`src/rtl/instr_fetch_ctrl_if.sv`:
```
// Fetch-to-decode stream: valid/ready handshake carrying {pc, instr}.
interface instr_fetch_ctrl_if;
    logic        if_valid;
    logic        if_ready;
    logic [31:0] if_instr;
    logic [31:0] if_pc;

    modport master (output if_valid, output if_instr, output if_pc, input if_ready);
    modport slave  (input if_valid, input if_instr, input if_pc, output if_ready);
endinterface

```
`src/rtl/instr_fetch_ctrl.sv`:
```
// Instruction-fetch controller: drives a 1-cycle-latency ROM, buffers returned words in a
// 2-entry queue toward decode, handles redirects and halts after a SYSTEM instruction.
//
// state | meaning
// RUN   | issuing reads and pushing returned words
// HALT  | SYSTEM word queued; no issue, in-flight data dropped, queue drains
module instr_fetch_ctrl #(
    parameter logic [31:0] RESET_PC = 32'h0000_0000,
    parameter int unsigned ADDR_W   = 10
) (
    input  logic                  clk,
    input  logic                  rst_n,
    input  logic                  fetch_en,
    output logic [ADDR_W-1:0]     rom_addr,
    input  logic [31:0]           rom_instr,
    instr_fetch_ctrl_if.master    dec,
    input  logic                  redirect,
    input  logic [31:0]           redirect_pc,
    output logic                  redirect_misalign,
    output logic                  halted
);
    typedef enum logic {RUN = 1'b0, HALT = 1'b1} state_t;

    state_t      state;
    logic [31:0] fetch_pc;
    logic [31:0] inflight_pc_q;
    logic        inflight_q;
    logic [1:0]  count;
    logic [31:0] q_pc    [2];
    logic [31:0] q_instr [2];

    logic        pop;
    logic        push;
    logic        issue;
    logic [1:0]  occ;

    assign occ   = count + {1'b0, inflight_q};
    assign pop   = dec.if_valid & dec.if_ready;
    assign push  = inflight_q & (state == RUN) & ~redirect;
    // A pop frees a slot at this edge, so a read can still be issued when full.
    assign issue = (state == RUN) & fetch_en & ~redirect & ((occ < 2'd2) | pop);

    assign rom_addr     = fetch_pc[ADDR_W+1:2];
    assign dec.if_valid = (count != 2'd0);
    assign dec.if_instr = dec.if_valid ? q_instr[0] : 32'h0000_0013;
    assign dec.if_pc    = dec.if_valid ? q_pc[0]    : 32'h0000_0000;

    always_ff @(posedge clk) begin
        if (!rst_n) begin
            state             <= RUN;
            halted            <= 1'b0;
            fetch_pc          <= RESET_PC;
            inflight_q        <= 1'b0;
            inflight_pc_q     <= 32'h0;
            count             <= 2'd0;
            redirect_misalign <= 1'b0;
        end else if (redirect) begin
            state             <= RUN;
            halted            <= 1'b0;
            fetch_pc          <= {redirect_pc[31:2], 2'b00};
            inflight_q        <= 1'b0;
            count             <= 2'd0;
            redirect_misalign <= |redirect_pc[1:0];
        end else begin
            redirect_misalign <= 1'b0;
            inflight_q        <= issue;
            if (issue) begin
                inflight_pc_q <= fetch_pc;
                fetch_pc      <= fetch_pc + 32'd4;
            end
            if (push && rom_instr[6:0] == 7'h73) begin
                state  <= HALT;
                halted <= 1'b1;
            end
            // Head is always entry 0; entries shift forward on pop.
            if (push && pop) begin
                if (count == 2'd2) begin
                    q_pc[0]    <= q_pc[1];
                    q_instr[0] <= q_instr[1];
                    q_pc[1]    <= inflight_pc_q;
                    q_instr[1] <= rom_instr;
                end else begin
                    q_pc[0]    <= inflight_pc_q;
                    q_instr[0] <= rom_instr;
                end
            end else if (pop) begin
                q_pc[0]    <= q_pc[1];
                q_instr[0] <= q_instr[1];
                count      <= count - 2'd1;
            end else if (push) begin
                if (count == 2'd0) begin
                    q_pc[0]    <= inflight_pc_q;
                    q_instr[0] <= rom_instr;
                end else begin
                    q_pc[1]    <= inflight_pc_q;
                    q_instr[1] <= rom_instr;
                end
                count <= count + 2'd1;
            end
        end
    end
endmodule

```
`src/flat_wrapper.sv`:
```
// flat-port wrapper written by rule: the top's interface ports become plain ports
module instr_fetch_ctrl_flat 
#(
    parameter logic [31:0] RESET_PC = 32'h0000_0000,
    parameter int unsigned ADDR_W   = 10
)
  (clk, rst_n, fetch_en, rom_addr, rom_instr, redirect, redirect_pc, redirect_misalign, halted, dec_if_valid, dec_if_instr, dec_if_pc, dec_if_ready);
  instr_fetch_ctrl_if dec_i ();
  input  logic clk;
  input  logic rst_n;
  input  logic fetch_en;
  output logic [ADDR_W-1:0] rom_addr;
  input  logic [31:0] rom_instr;
  input  logic redirect;
  input  logic [31:0] redirect_pc;
  output logic redirect_misalign;
  output logic halted;
  output wire logic [$bits(dec_i.if_valid)-1:0] dec_if_valid;
  output wire logic [$bits(dec_i.if_instr)-1:0] dec_if_instr;
  output wire logic [$bits(dec_i.if_pc)-1:0] dec_if_pc;
  input wire logic [$bits(dec_i.if_ready)-1:0] dec_if_ready;
  assign dec_if_valid = dec_i.if_valid;
  assign dec_if_instr = dec_i.if_instr;
  assign dec_if_pc = dec_i.if_pc;
  assign dec_i.if_ready = dec_if_ready;
  instr_fetch_ctrl #(.RESET_PC(RESET_PC), .ADDR_W(ADDR_W)) u_core (.clk(clk), .rst_n(rst_n), .fetch_en(fetch_en), .rom_addr(rom_addr), .rom_instr(rom_instr), .dec(dec_i), .redirect(redirect), .redirect_pc(redirect_pc), .redirect_misalign(redirect_misalign), .halted(halted));
endmodule
```
`config.mk`:
```
export PLATFORM = sky130hd
export DESIGN_NAME = instr_fetch_ctrl_flat
export DESIGN_NICKNAME = d
export VERILOG_FILES = /design/src/rtl/instr_fetch_ctrl_if.sv /design/src/rtl/instr_fetch_ctrl.sv /design/src/flat_wrapper.sv
export SDC_FILE = /design/constraint.sdc
export NUM_CORES = 1
export LEC_CHECK = 0
export ABC_AREA = 1
export CORE_MARGIN = 1
export CORE_UTILIZATION = 45
export CTS_CLUSTER_DIAMETER = 40
export DETAILED_ROUTE_END_ITERATION = 10
export PLACE_DENSITY = 0.69
export SETUP_SLACK_MARGIN = 0.05
export SLEW_MARGIN = 10
export SYNTH_ARGS = -nofsm -noshare
export SYNTH_HDL_FRONTEND = slang
export SYNTH_SLANG_ARGS = --single-unit
```
`constraint.sdc`:
```
create_clock -name clk -period 10.2 [get_ports clk]
set_clock_uncertainty 0.05 [all_clocks]
set_input_delay 2.04 -clock clk [delete_from_list [all_inputs] [get_ports clk]]
set_output_delay 2.04 -clock clk [all_outputs]
set_load 0.02 [all_outputs]
```
==> reports/qor.csv, run 1 <==
stage,metric,value,unit
drt,route.antenna.remaining_nets,0,
placement,gp_routability_congestion,0.933,
power,peakVddDrop,132,µV
power,power-per-cell-area,151,nW/µm²
drt,routed-via-count,6832,
clock_tree,htree_levels,4,
yosys,synthTopCellsByArea,"sky130_fd_sc_hd__edfxtp_1, sky130_fd_sc_hd__dfxtp_1, sky130_fd_sc_hd__nand2_1",
drt,initialDrtViolationCount,405,
floorplanning,initial_utilization,46.3,%
placement,hpwlAfterDp,13.1,mm
yosys,synth_area_per_cell,8.44,µm²
power,internal_portion_of_total_power,1.27,mW
worst_setup_path,worst_ep_required_time,10.32,ns
drt,drc_errors,0,
finish,post_route_cells_drive_above_1_share,4.66,%
sta,timing.setup.tns,0,ns
yosys,share_of_the_synthesized_area_in_the_top_cell_type,42.7,%
clock_tree,clk-insertion-delay-late,0.42,ns
worst_setup_path,path_class,in -> reg,
yosys,mappedNetlistArea,8720,µm²
finish,layout.filler_cells,1692,
global_route,global_route_wire_length_before_repair,31.7,mm
floorplanning,die-width,141,µm
worst_setup_path,cp_max_fo,65,
sta,hold-worst-slack,0.404,ns
worst_setup_path,cp-end-kind,flip-flop,
global_route,grt_antenna_before_repair,0,
worst_setup_path,crit_family,buffers and inverters,
floorplanning,die_area,19900,µm²
clock_tree,cts.root.buffer_cell,sky130_fd_sc_hd__clkbuf_16,
floorplanning,core_region,18800,µm²
sta,min_tclk_post_route,5.68,ns
placement,io_buffers,143,
clock_tree,tritoncts.num_buffers,17,
sta,rsz_0062_raised_after_global_routing,no,
job,maxCapViolCount,0,
sta,timing_worst_slew_pin_value,1.18,ns
worst_setup_path,path_cells,"clkdlybuf4s50_1, inv_4, nand3_2, inv_2, ha_1, nor3_2, a21oi_2, nand2_2, buf_4, nand2_2, nand2_1, nand2_1",
finish,fin_util,57.4,%
power,cellLeakagePower,4.43,nW
yosys,ys_types,32,
power,power.combinational.fraction,6.8,%
power,power.switching_fraction,22.2,%
hold_path,hold_crit_path_type,reg -> reg,
global_route,globalRoute.totalOverflow,0,
yosys,synth_sequential_area_ratio,57.6,%
global_route,grt_start_max_net_pins,66,
worst_setup_path,cp.arrival,5.80,ns
sta,finalWorstSetupSlack,4.52,ns
drt,dr.pass1.iters,5,
global_route,grt_pass1_vias,6125,
global_route,grt_util_all_layers,20.3,%
drt,routed_wire_length,19.5,mm
power,power_frac_clock,41.0,%
run_status,status,"complete, no violations",
yosys,postSynthCellCount,1034,
drt,post_drt_wl_per_cell,13.7,µm
clock_tree,cts_tree,done,
sta,fmaxAchievable,176,MHz
clock_tree,clock_tree.buffer_depth,2,
placement,preCtsSetupSlack,4.07,ns
power,sequentialPowerShare,52.2,%
finish,n_antenna_cell,0,
drt,detail_route.vias_per_cell,4.82,
clock_tree,holdBufCountCts,0,
clock_tree,post_cts_setup_buffers,0,
finish,synthToLayoutAreaGrowth,24.0,%
power,power.net_switching,0.362,mW
clock_tree,cts.sinks,189,
finish,layout.nets,1217,
sta,setup-violations-final,0,
yosys,yosys.area.top_type,sky130_fd_sc_hd__edfxtp_1,
sta,hold_vio_cnt_final,0,
clock_tree,post_cts.resized_instances,0,
yosys,yosysWarnings,0,
worst_setup_path,crit_path_top_delay_cell,sky130_fd_sc_hd__clkdlybuf4s50_1,
worst_setup_path,timing.critical_path.buf_inv,4,
sta,timing.final.crit_share,55.7,%
floorplanning,io_pins,146,
sta,slew_violations,0,
worst_setup_path,critical-path-max-stage-delay,0.93,ns
clock_tree,path_clk_slew,0.07,ns
yosys,synth-seq-cells,189,
floorplanning,floorplan.rows,50,
sta,slew_headroom,21.2,%
worst_setup_path,setup.worst_path.start_class,input pin,
floorplanning,die_h,141,µm
worst reg2reg max path: cells and delay by family, from the launching register on:
kind            cells  cell delay [ns]
simple gates        8             1.79
buf+inv             1             0.56
flops               1             0.47
fa+ha+maj           1             0.27
compound gates      1             0.06
cell usage after synthesis:
library cell,count
sky130_fd_sc_hd__nor2_4,2
sky130_fd_sc_hd__o211ai_1,2
sky130_fd_sc_hd__a21oi_2,1
sky130_fd_sc_hd__nand2_1,291
sky130_fd_sc_hd__buf_4,18
sky130_fd_sc_hd__a211oi_1,1
sky130_fd_sc_hd__nand2_2,2
sky130_fd_sc_hd__o21ai_0,48
sky130_fd_sc_hd__edfxtp_1,124
sky130_fd_sc_hd__inv_4,1
sky130_fd_sc_hd__nor3_2,1
sky130_fd_sc_hd__buf_1,5
sky130_fd_sc_hd__nand4_1,8
sky130_fd_sc_hd__nand3b_1,2
sky130_fd_sc_hd__nor3_1,3
sky130_fd_sc_hd__buf_2,23
sky130_fd_sc_hd__dfxtp_1,65
sky130_fd_sc_hd__a21boi_0,1
sky130_fd_sc_hd__ha_1,3
sky130_fd_sc_hd__conb_1,1
sky130_fd_sc_hd__nand3_2,2
sky130_fd_sc_hd__clkinv_1,1
sky130_fd_sc_hd__a21oi_1,33
sky130_fd_sc_hd__xor2_1,2
sky130_fd_sc_hd__xnor2_1,1
sky130_fd_sc_hd__clkbuf_1,10
sky130_fd_sc_hd__inv_2,4
sky130_fd_sc_hd__nand3_1,130
sky130_fd_sc_hd__inv_1,122
sky130_fd_sc_hd__or2_2,4
sky130_fd_sc_hd__nor2_1,120
sky130_fd_sc_hd__buf_6,3
placed cells by master (no fill, tap or decap), drive strengths merged:
cell | synthesis | routed
nand2 | 293 | 293
conb | 1 | 2
xor2 | 2 | 2
clkinv | 1 | 8
buf | 49 | 7
edfxtp | 124 | 124
dfxtp | 65 | 65
a21oi | 34 | 34
or2 | 4 | 4
o211ai | 2 | 2
o21ai | 48 | 48
ha | 3 | 3
nand4 | 8 | 8
clkdlybuf4s50 | 0 | 143
nor2 | 122 | 122
nand3 | 132 | 132
a211oi | 1 | 1
nand3b | 2 | 2
xnor2 | 1 | 1
a21boi | 1 | 1
nor3 | 4 | 4
bufinv | 0 | 3
inv | 127 | 130
clkinvlp | 0 | 1
clkbuf | 10 | 18
layer usage:
metal  global-route usage (%)  share of wire [%]  up-vias
li1                         -                  -     3544
met1                     28.8                 48     3073
met2                     31.2                 45      193
met3                     3.80                5.1       22
met4                     6.81                1.6        0
met5                        0                  0        -
worst paths after layout:
check / slack (ns) / cells past startpoint / startpoint / end
worst max-delay path: 4.52 / 12 / redirect / u_core.q_instr[0][10]
worst min-delay path: 0.40 / 0 / u_core.inflight_pc_q[22] / u_core.q_pc[0][54]
worst max register to register: 6.77 / 11 / u_core.count[1] / u_core.q_instr[0][10]
worst min register to register: 0.40 / 0 / u_core.inflight_pc_q[22] / u_core.q_pc[0][54]
state kept, by name, summed over array words and instances (netlist names):
signal,cells
u_core.fetch_pc,30
u_core.inflight_q,1
u_core.halted,1
u_core.count,2
u_core.q_instr,64
u_core.redirect_misalign,1
u_core.q_pc,60
u_core.inflight_pc_q,30
power by group through the flow:
stage	registers [mW]	logic, mW	clock network, mW
floorplan	0.861	0.0640	0
global placement	0.866	0.109	0
detailed placement	0.867	0.111	0
CTS	0.850	0.112	0.679
global route	0.853	0.123	0.709
finish	0.850	0.111	0.668
cell type report:
class                      count  area, µm²  share of cell area, %
sequential                   189       5020                   46.4
multi-input combinational    659       2900                   26.8
clock inverter                14        168                   1.55
inverter                     128        483                   4.46
timing repair buffer         150       1480                   13.7
clock buffer                  18        429                   3.97
tap                          260        325                   3.01
through the flow:
step / std cells / power, mW / area [µm²]
after floorplan: 1035 / 0.925 / 8730
after global placement: 1386 / 0.975 / 10200
after detailed placement: 1386 / 0.978 / 10200
after CTS: 1418 / 1.64 / 10800
after global routing: 1418 / 1.68 / 10800
final: 1418 / 1.63 / 10800
kinds of logic (layout without fill, tap and decap cells):
kind of cell | count (synthesis) | count (layout) | synth area share, %
other | 1 | 2 | 0.0430
adders and majority gates | 3 | 3 | 0.430
buffers and inverters | 187 | 310 | 9.44
xor gates and xnor gates | 3 | 3 | 0.301
DFF | 189 | 189 | 57.6
and+or+nand+nor | 565 | 565 | 27.1
AOI/OAI and AO/OA | 86 | 86 | 5.09
Power figures use the tool's default switching activity.
==> inputs of run 2 (changes only) <==
PLACE_DENSITY = 0.72   (was 0.69)
clock period = 4.7 ns   (was 10.2 ns; I/O delays follow)
==> reports/qor.csv, run 2 (synthesized netlist as in run 1, its figures left out) <==
stage,metric,value,unit,change
run_status,status,"complete, no violations",,unchanged
clock_tree,htree_levels,4,,unchanged
finish,regMostFlops,u_core.q_instr,,unchanged
finish,post_route_cells_drive_above_1_share,5.25,%,was 4.66%
placement,placedCellCount,1390,,was 1386
worst_setup_path,cp_max_fo,62,,was 65
clock_tree,path_clk_slew,0.07,ns,about the same
power,peakVddDrop,270,µV,was 132 µV
power,cellLeakagePower,4.43,nW,about the same
clock_tree,holdBufCountCts,0,,unchanged
drt,detail_route.vias_per_cell,4.81,,was 4.82
global_route,global_route_wire_length_before_repair,31.2,mm,was 31.7 mm
clock_tree,tritoncts.num_buffers,17,,unchanged
finish,layout.nets,1221,,was 1217
placement,hpwlAfterDp,13.0,mm,was 13.1 mm
worst_setup_path,critical_path.startpoint,u_core.count[1],,was redirect
finish,multiInputGateArea,2900,µm²,unchanged
sta,fmaxAchievable,308,MHz,
sta,setup-violations-final,0,,unchanged
drt,routed-via-count,6836,,was 6832
sta,slew_headroom,45.4,%,was 21.2%
finish,mostFrequentLayoutCells,"sky130_fd_sc_hd__nand2_1, sky130_fd_sc_hd__clkdlybuf4s50_1, sky130_fd_sc_hd__nand3_1, sky130_fd_sc_hd__edfxtp_1, sky130_fd_sc_hd__inv_1",,unchanged
job,maxCapViolCount,0,,unchanged
global_route,grt_antenna_before_repair,0,,unchanged
global_route,grt_start_max_net_pins,63,,was 66
drt,post_drt_wl_per_cell,13.5,µm,was 13.7 µm
finish,largest_reg_flops,64,,unchanged
floorplanning,die-width,141,µm,unchanged
drt,initialDrtViolationCount,489,,was 405
global_route,grt_pass1_vias,6258,,was 6125
sta,timing.setup.tns,0,ns,unchanged
placement,gp_routability_congestion,0.879,,was 0.933
finish,n_antenna_cell,0,,unchanged
clock_tree,cts.root.buffer_cell,sky130_fd_sc_hd__clkbuf_16,,unchanged
global_route,grt_util_all_layers,19.8,%,was 20.3%
floorplanning,core_region,18800,µm²,unchanged
sta,timing.final.crit_share,69.1,%,
floorplanning,io_pins,146,,unchanged
sta,rsz_0062_raised_after_global_routing,no,,unchanged
sta,slew_violations,0,,unchanged
global_route,globalRoute.totalOverflow,0,,unchanged
sta,hold_vio_cnt_final,0,,unchanged
finish,synthToLayoutAreaGrowth,24.1,%,was 24.0%
floorplanning,die_h,141,µm,unchanged
hold_path,hold_path_startpoint,u_core.inflight_pc_q[11],,was u_core.inflight_pc_q[22]
finish,layout.area.seq,5020,µm²,unchanged
clock_tree,cts_tree,done,,unchanged
finish,fin_cells,1422,,was 1418
finish,layout.filler_cells,1729,,was 1692
finish,reg_top3,"u_core.q_instr x64, u_core.q_pc x60",,unchanged
worst_setup_path,cp-end-kind,output pin,,was flip-flop
placement,io_buffers,143,,unchanged
floorplanning,die_area,19900,µm²,unchanged
finish,layout_commonest_cell,sky130_fd_sc_hd__nand2_1,,unchanged
clock_tree,clk-insertion-delay-late,0.43,ns,was 0.42 ns
floorplanning,floorplan.rows,50,,unchanged
worst_setup_path,setup.worst_path.start_class,flip-flop,,was input pin
clock_tree,post_cts.resized_instances,0,,unchanged
sta,min_tclk_post_route,3.25,ns,
drt,route.antenna.remaining_nets,0,,unchanged
sta,timing_worst_slew_pin_value,0.817,ns,was 1.18 ns
worst_setup_path,r2r_start,u_core.count[1],,unchanged
worst_setup_path,worst_ep_required_time,3.71,ns,was 10.32 ns
worst_setup_path,cp.arrival,2.26,ns,was 5.80 ns
clock_tree,cts.sinks,189,,unchanged
drt,drc_errors,0,,unchanged
drt,routed_wire_length,19.2,mm,was 19.5 mm
hold_path,hold_crit_path_type,reg -> reg,,unchanged
floorplanning,initial_utilization,46.3,%,unchanged
drt,dr.pass1.iters,5,,unchanged
power,power-per-cell-area,317,nW/µm²,was 151 nW/µm²
clock_tree,post_cts_setup_buffers,0,,unchanged
clock_tree,clock_tree.buffer_depth,2,,unchanged
worst_setup_path,path_class,reg -> out,,was in -> reg
## run 2: layout make-up
type	instances	share of cell area [%]
multi-input cells	659	26.8
well taps	260	3.01
flip-flops and latches	189	46.4
clock inverters	14	1.11
inverters	128	4.46
repair buffers	154	14.2
clock buffers	18	3.96
## run 2: critical path, cell delays in order, from the launching register on
cell	delay, ns
sky130_fd_sc_hd__dfxtp_1	0.39
sky130_fd_sc_hd__nor2_4	0.13
sky130_fd_sc_hd__buf_4	0.49
sky130_fd_sc_hd__or2_2	0.21
sky130_fd_sc_hd__clkdlybuf4s50_1	0.59
## run 2: power by group
group,switching [mW],internal [mW],total [mW]
sequential,0.0412,1.80,1.84
combinational,0.133,0.110,0.243
clock,0.618,0.730,1.35
total,0.792,2.64,3.44
## run 2: worst paths after layout
check | slack [ns] | cells after the start | endpoint
min | 0.40 | 0 | u_core.q_pc[0][43]
min reg2reg | 0.40 | 0 | u_core.q_pc[0][43]
max | 1.45 | 4 | dec_if_instr[4]
max reg2reg | 2.21 | 10 | u_core.q_instr[0][14]
## run 2: through the flow
step                      setup slack [ns]  cell area, µm²  hold WS [ns]  power [mW]  utilization, %
after floorplan                     -0.638            8730         0.376        2.01               -
after global placement                1.15           10300         0.388        2.12            54.6
after detailed placement              1.03           10300         0.387        2.12            54.6
after CTS                             1.39           10800         0.404        3.46            57.5
after global routing                  1.24           10800         0.422        3.55            57.5
final                                 1.45           10800         0.401        3.44            57.5
## run 2: metal layers
metal  GRT usage, %  routed length, µm  vias up
li1               -                  -     3547
met1           28.0               9230     3053
met2           31.0               8620      218
met3           3.53               1110       18
met4           6.24                208        0
met5              0                  0        -
